===== src/rtl/param_seq_alu.sv =====
// Parameterised sequential ALU with valid/ready handshakes.
// Single-cycle ops finish in one cycle; MUL/DIVU/REMU iterate one bit per cycle.
module param_seq_alu #(
  parameter int DATA_W = 8
) (
  input  logic              clk,
  input  logic              rst_n,
  input  logic              in_valid,
  output logic              in_ready,
  input  logic [3:0]        alu_op,
  input  logic [DATA_W-1:0] r0_data,
  input  logic [DATA_W-1:0] r1_data,
  output logic              out_valid,
  input  logic              out_ready,
  output logic [DATA_W-1:0] o_data,
  output logic              B_PCSrc,
  output logic              o_carry,
  output logic              o_zero
);

  localparam int SH_W = $clog2(DATA_W);
  localparam logic [SH_W-1:0] LAST = SH_W'(DATA_W - 1);

  typedef enum logic [1:0] {IDLE, CALC, DONE} state_t;

  state_t state, state_nx;

  logic [3:0]        op_q;
  logic [DATA_W:0]   acc;
  logic [DATA_W-1:0] a_q, b_q;
  logic [SH_W-1:0]   cnt;

  logic              long_op;
  logic [SH_W-1:0]   shamt;
  logic [DATA_W-1:0] res;
  logic              carry, take;

  logic [DATA_W:0]   acc_mul, rem_sh, rem_nx;
  logic              ge;
  logic [DATA_W-1:0] quo_nx, iter_res;

  assign in_ready  = (state == IDLE);
  assign out_valid = (state == DONE);
  assign long_op   = (alu_op == 4'hA) || (alu_op == 4'hB) || (alu_op == 4'hC);
  assign shamt     = r1_data[SH_W-1:0];

  always_comb begin
    res   = '0;
    carry = 1'b0;
    take  = 1'b0;
    case (alu_op)
      4'h0: {carry, res} = {1'b0, r0_data} + {1'b0, r1_data};
      4'h1: begin
        res   = r0_data - r1_data;
        carry = (r0_data >= r1_data);
      end
      4'h2: res = r0_data & r1_data;
      4'h3: res = r0_data | r1_data;
      4'h4: res = r0_data ^ r1_data;
      4'h5: res = r0_data << shamt;
      4'h6: res = r0_data >> shamt;
      4'h7: res = $unsigned($signed(r0_data) >>> shamt);
      4'h8: res = {{(DATA_W-1){1'b0}}, ($signed(r0_data) < $signed(r1_data))};
      4'h9: res = {{(DATA_W-1){1'b0}}, (r0_data < r1_data)};
      4'hD: take = (r0_data == r1_data);
      4'hE: take = (r0_data != r1_data);
      4'hF: take = ($signed(r0_data) < $signed(r1_data));
      default: ;
    endcase
  end

  // One step of shift-add multiply (acc/a_q/b_q = product/multiplier/multiplicand)
  // or restoring divide (acc/a_q/b_q = remainder/quotient-dividend/divisor).
  // A zero divisor always subtracts, naturally yielding all-ones and the dividend.
  always_comb begin
    acc_mul  = a_q[0] ? (acc + {1'b0, b_q}) : acc;
    rem_sh   = {acc[DATA_W-1:0], a_q[DATA_W-1]};
    ge       = (rem_sh >= {1'b0, b_q});
    rem_nx   = ge ? (rem_sh - {1'b0, b_q}) : rem_sh;
    quo_nx   = {a_q[DATA_W-2:0], ge};
    iter_res = acc_mul[DATA_W-1:0];
    if (op_q == 4'hB)      iter_res = quo_nx;
    else if (op_q == 4'hC) iter_res = rem_nx[DATA_W-1:0];
  end

  always_ff @(posedge clk or negedge rst_n) begin
    if (!rst_n) state <= IDLE;
    else        state <= state_nx;
  end

  always_comb begin
    state_nx = state;
    case (state)
      IDLE: if (in_valid) state_nx = long_op ? CALC : DONE;
      CALC: if (cnt == LAST) state_nx = DONE;
      DONE: if (out_ready) state_nx = IDLE;
      default: state_nx = IDLE;
    endcase
  end

  always_ff @(posedge clk or negedge rst_n) begin
    if (!rst_n) begin
      op_q    <= '0;
      acc     <= '0;
      a_q     <= '0;
      b_q     <= '0;
      cnt     <= '0;
      o_data  <= '0;
      B_PCSrc <= 1'b0;
      o_carry <= 1'b0;
      o_zero  <= 1'b0;
    end else begin
      case (state)
        IDLE: if (in_valid) begin
          op_q <= alu_op;
          a_q  <= r0_data;
          b_q  <= r1_data;
          acc  <= '0;
          cnt  <= '0;
          if (!long_op) begin
            o_data  <= res;
            o_carry <= carry;
            B_PCSrc <= take;
            o_zero  <= (res == '0);
          end
        end
        CALC: begin
          cnt <= cnt + 1'b1;
          if (op_q == 4'hA) begin
            acc <= acc_mul;
            a_q <= a_q >> 1;
            b_q <= b_q << 1;
          end else begin
            acc <= rem_nx;
            a_q <= quo_nx;
          end
          if (cnt == LAST) begin
            cnt     <= '0;
            o_data  <= iter_res;
            o_carry <= 1'b0;
            B_PCSrc <= 1'b0;
            o_zero  <= (iter_res == '0);
          end
        end
        default: ;
      endcase
    end
  end

endmodule


===== config.mk =====
export PLATFORM = sky130hd
export DESIGN_NAME = param_seq_alu
export DESIGN_NICKNAME = d
export VERILOG_FILES = /design/src/rtl/param_seq_alu.sv
export SDC_FILE = /design/constraint.sdc
export NUM_CORES = 1
export LEC_CHECK = 0
export ABC_AREA = 1
export CORE_MARGIN = 1
export CORE_UTILIZATION = 55
export DETAILED_ROUTE_END_ITERATION = 12
export GPL_TIMING_DRIVEN = 0
export PLACE_DENSITY = 0.75
export SETUP_SLACK_MARGIN = 0.15
export SYNTH_ARGS = -nofsm -noshare
export SYNTH_HDL_FRONTEND = slang
export SYNTH_SLANG_ARGS = --single-unit
export TNS_END_PERCENT = 50

===== constraint.sdc =====
create_clock -name clk -period 2.58 [get_ports clk]
set_input_delay 0.774 -clock clk [delete_from_list [all_inputs] [get_ports clk]]
set_output_delay 0.774 -clock clk [all_outputs]
set_load 0.05 [all_outputs]

==> Word level (Yosys, flattened, before mapping) <==
Index checks and enable logic that the tools add are counted.
{ "totals": {"regBits": 45, "input_bits": 24, "out_inout_bits": 13, "elab_cells": 107} }
{ "op_classes": {"add_sub_neg": 5, "magnitude_cmp": 4, "eq_ne": 29, "shifts": 3, "muxes": 39, "bitwise": 3, "n_reduce_logical": 13} }
{ "ops": {"columns": ["op", "count"], "rows": [
  ["$pmux W8 S10", 1],
  ["$mux W8", 9],
  ["$pmux W8 S2", 3],
  ["$eq A4 B4 Y1 const B", 11],
  ["$mux W9", 4],
  ["$pmux W9 S2", 1],
  ["$eq A4 B3 Y1 const B", 4],
  ["$logic_not A8 Y1", 2],
  ["$lt A8 B8 Y1", 2],
  ["$add A8 B8 Y9", 1],
  ["$add A9 B8 Y9", 1],
  ["$ge A9 B8 Y1", 1],
  ["$reduce_and A3 Y1", 3],
  ["$sub A9 B8 Y9", 1],
  ["$and A8 B8 Y8", 1],
  ["$eq A4 B2 Y1 const B", 2],
  ["$eq A8 B8 Y1", 1],
  ["$ge A8 B8 Y1", 1],
  ["$mux W1", 8],
  ["$mux W2", 4],
  ["$ne A2 B2 Y1 const B", 4],
  ["$ne A8 B8 Y1", 1],
  ["$or A8 B8 Y8", 1],
  ["$pmux W1 S2", 4],
  ["other kinds (22)", 25]
]} }

==> Depth between registers and ports, before layout <==
{ "depth": {"word_depth": 7, "ltp_mapped": 20, "depth_no_buf": 17} }

==> Least setup slack after synthesis <==
OpenSTA, ideal clock, no wires.
{ "synth_timing": {"kind": "input to register", "from": "input port r1_data[2]", "to": "register o_zero", "setup_time_ns": 0.121, "arrival_ns": 2.589, "required_ns": 2.459, "slack_ns": -0.130, "cell_stages": 19, "path_cell_list": "buf_2 -> inv_1 -> clkbuf_8 -> ha_1 -> buf_4 -> inv_2 -> nand2_1 -> nand2_1 -> inv_1 -> nand2_1 -> nand3_1 -> nand3_1 -> nand2_1 -> o21ai_0 -> nor2_4 -> nand3_1 -> nor2_1 -> nor2_1 -> a21oi_1"} }
{ "synth_between": {"elab_chain_cells": 6, "word_cells_on_any_way": 15, "classes_between": "add/sub: 2; order compare: 2; shift: 3; mux: 4; bitwise: 3; reduce/logical: 1"} }
{ "synth_rtl": {"columns": ["element", "line_no", "rtl"], "rows": [
  ["start: declaration", "12", "input logic [DATA_W-1:0] r1_data,"],
  ["$sub A8 B8 Y8 (tied with other cells)", "54", "res = r0_data - r1_data;"],
  ["$pmux W8 S10 *", "51", "case (alu_op)"],
  ["$logic_not A8 Y1 *", "124", "o_zero <= (res == '0);"],
  ["$mux W1 *", "120", "if (!long_op) begin"],
  ["$mux W1 *", "114", "IDLE: if (in_valid) begin"],
  ["$pmux W1 S2 *", "113", "case (state)"],
  ["end signal: assignment", "124", null],
  ["end signal: assignment", "142", "o_zero <= (iter_res == '0);"],
  ["end: declaration", "18", "output logic o_zero"]
]} }
Every way passes the cells marked *; elsewhere a longest branch is shown, timed or not. The select of a mux whose other input is x is not followed.
A chain may end at the register's enable or synchronous reset.

==> Worst setup path in the final report <==
Same ends and word-level chain as after synthesis.

==> impl_metrics.json <==
{
  "run_status": "completed",
  "finish.instance_area_mm2": 0.00646,
  "yosys.area.top_type_share_pct": 20.9,
  "viasPerCell": 5.95,
  "met2_usage_pct": 62.3,
  "core_area_mm2": 0.00924,
  "antennaDiodeCount": 0,
  "crit_path_end_kind": "flip-flop",
  "timing.max_cap.violations": 0,
  "chipWidth_um": 99.8,
  "nFillCells": 805,
  "final_common_cell": "nand2_1",
  "synthArstFlopShare_pct": 100,
  "route.vias.total": 6054,
  "synth_top_area_cell": "dfrtp_1",
  "cts.hold.buffers_added": 0,
  "synth.area.top_cells": "dfrtp_1 (21%), nand2_1 (16%), ha_1 (10%)",
  "cts.path.max_buffers": 2,
  "grt_start_max_net_pins": 35,
  "edff_count_synth": 0,
  "postSynthRegisterBits": 44,
  "total_track_usage_pct": 35.2,
  "grt_setup_unrepaired": "yes",
  "synth.yosys.warnings": 0,
  "worstRegToRegCells": 13,
  "critical_path_required_ps": 2820,
  "stdcell_count": 1017,
  "holdCritPathClass": "input port to async pin",
  "clock-skew-final_ps": 8.75,
  "placed_cells_incl_taps": 988,
  "layout_common_cells": "nand2_1 (207), inv_1 (87), nand3_1 (87)",
  "placement_rows": 35,
  "worst-setup-path-type": "input port to flip-flop",
  "worstMarginPinSlew_ps": 554,
  "fmax_ghz": 0.404,
  "cts_root_buffer": "clkbuf_8",
  "p_per_area_mw_per_mm2": 934,
  "cp_max_fo": 5,
  "netlist_instances": 823,
  "cp.arrival_ps": 2710,
  "floorplan.die.height_um": 99.8,
  "worst_setup_path_startpoint": "r1_data[2]",
  "synth.distinct_cells": 54,
  "groute.layer.met1.usage_pct": 43.9,
  "initial_core_util_pct": 57.0,
  "grt_overflow": 0,
  "worstSetupEndpoint": "o_zero$_DFFE_PN0P_",
  "wirelength_um": 17700,
  "gp_congestion": 0.972,
  "period_minus_ws_final_ps": 2480,
  "avgSynthCellArea_um2": 6.39,
  "clock_latency_ps": 310,
  "preCtsSetupSlack_ps": -971,
  "die_area_mm2": 0.00996,
  "max-vdd-ir-drop_mv": 0.431,
  "gr-usage-met3_pct": 2.79,
  "synthToLayoutAreaGrowth_pct": 22.8,
  "setup_slack_reg_to_reg_ps": 210,
  "setup_viol": 0,
  "final.setup.worst_slack_ps": 104,
  "final_nets": 957,
  "drive_gt1_share_pct": 22.5,
  "postRouteAntennaNets": 0,
  "detail_route.iter0.violations": 478,
  "postSynthNetCount": 893,
  "r2r_end": "o_zero$_DFFE_PN0P_",
  "firstDrtPassIters": 6,
  "timing.slew.headroom_pct": 63.1,
  "port-buffer-count": 35,
  "ioPinCount": 37,
  "ys_dominant_reg_cell": "dfrtp_1",
  "placedInstanceArea_mm2": 0.00583,
  "grt_antenna_before_repair": 0,
  "place_hpwl_um": 13500,
  "rr_startpoint": "acc[1]$_DFFE_PN0P_",
  "timing_hold_violations_final": 0,
  "yosysSeqAreaShare_pct": 20.9,
  "min_period_over_period_pct": 96.0,
  "slew_viol_final": 0,
  "first_global_vias": 5448,
  "drt_drc_violations_left": 0,
  "worst_hold_slack_ps": 327,
  "grt_busiest_layer": "met2",
  "tritoncts.num_buffers": 5,
  "power.static_leakage_uw": 0.00322,
  "wire_length_of_the_first_global_routing_pass_um": 27300,
  "post_synth_instance_area_mm2": 0.00526,
  "avgRoutedWirePerCell_um": 17.4,
  "cts_tree": "built",
  "cts_num_sinks": 44,
  "worst_setup_hold_path_clk_slew_ps": 100,
  "setup_crit_start_kind": "input port",
  "htreeDepth": 2
}
## per-stage QoR
step | total power [uW] | TNS [ps] | utilization [%]
4_1_cts | 5670 | 0 | 66.1
6_report | 6040 | 0 | 70.0
3_3_place_gp | 4930 | -28630 | 63.0
2_1_floorplan | 4020 | 0 | -
5_1_grt | 6490 | 0 | 70.0
3_5_place_dp | 5050 | -7670 | 63.1
## how the worst min path moves through the flow
| stage | from | endpoint | slack (ps) | cells past startpoint |
|---|---|---|---|---|
| 6_report | rst_n | acc[6]$_DFFE_PN0P_ | 330 | 1 |
| 5_1_grt | rst_n | acc[6]$_DFFE_PN0P_ | 350 | 1 |
| 4_1_cts | rst_n | acc[6]$_DFFE_PN0P_ | 340 | 1 |
| 3_5_place_dp | o_carry$_DFFE_PN0P_ | o_carry$_DFFE_PN0P_ | 460 | 1 |
| 3_3_place_gp | o_carry$_DFFE_PN0P_ | o_carry$_DFFE_PN0P_ | 470 | 1 |
| 2_1_floorplan | cnt[1]$_DFFE_PN0P_ | cnt[1]$_DFFE_PN0P_ | 460 | 2 |
## cell families after synthesis
family | share of synthesized area (%)
AO/OA/AOI/OAI | 16.5
adder cells (fa/ha/maj) | 11.5
flip-flops | 20.9
XOR/XNOR | 0.832
AND/OR/NAND/NOR | 38.6
buffers and inverters | 11.6
## where the power goes
| group | switching (uW) | internal [uW] | leakage [uW] |
|---|---|---|---|
| Sequential | 302 | 976 | 0.000555 |
| Combinational | 2730 | 1460 | 0.00261 |
| Clock | 274 | 292 | 0.0000548 |
## layout make-up
class	instances	area [um^2]	share of cell area [%]
plain buffers	23	209	3.23
clock buffers	5	68.8	1.06
clock inverters	3	46.3	0.716
inverters	121	477	7.38
multi-input cells	635	3900	60.4
flip-flops and latches	44	1100	17.1
well taps	129	161	2.50
repair buffers	57	495	7.67
## metal layers
metal / vias up / share of wire [%] / wire length (um)
met4: 0 / 4.7 / 834
met1: 2820 / 40 / 7020
met2: 321 / 48 / 8580
met5: - / 0 / 0
met3: 73 / 7.2 / 1270
li1: 2840 / - / -
## critical path, stage by stage
cell and delay, ps:
buf_6 80, buf_6 90, inv_4 30, clkbuf_16 140, ha_4 300, buf_8 140
inv_8 40, nand2_2 60, nand2_2 60, nand2_1 70, nand3_2 90, o21ai_1 160
nand2_1 130, nor2_4 170, nand3_2 100, nor2_2 100, nor2_1 50, a21oi_1 120
## synthesized netlist by cell type, types with 2 or more instances
cell and instances:
ha_1 42, o211ai_1 13, or2_1 2, nand4_1 11, o21a_1 3, nand2_1 218, nor2_4 6, a21oi_2 2
buf_1 2, o21ai_0 45, o21ai_1 14, nand3b_1 3, inv_1 100, o22ai_1 3, o21bai_1 2, fa_1 4
nand2_2 8, xor2_1 4, nand3_1 95, nand3_2 3, a221oi_1 2, nor2_2 10, o221ai_1 6, nor3_1 6
inv_2 15, buf_4 5, nor2_1 63, nand2_4 6, a21oi_1 39, dfrtp_1 44, clkinv_1 3, buf_6 3
nor3_2 4, buf_2 11, inv_4 3, a211o_1 5
## sequential cells by signal, summed over array words and instances, names as in the netlist
name and flops:
B_PCSrc 1, o_data 8, state 2, cnt 3, a_q 8, b_q 8, o_carry 1, op_q 4
o_zero 1, acc 8
## timing repair
action,CTS,global route
cloned,1,1
pin swaps,12,36
buffers inserted,6,13
gates resized for setup,108,92
setup endpoints to repair,13,9
Power figures use the tool's default switching activity.
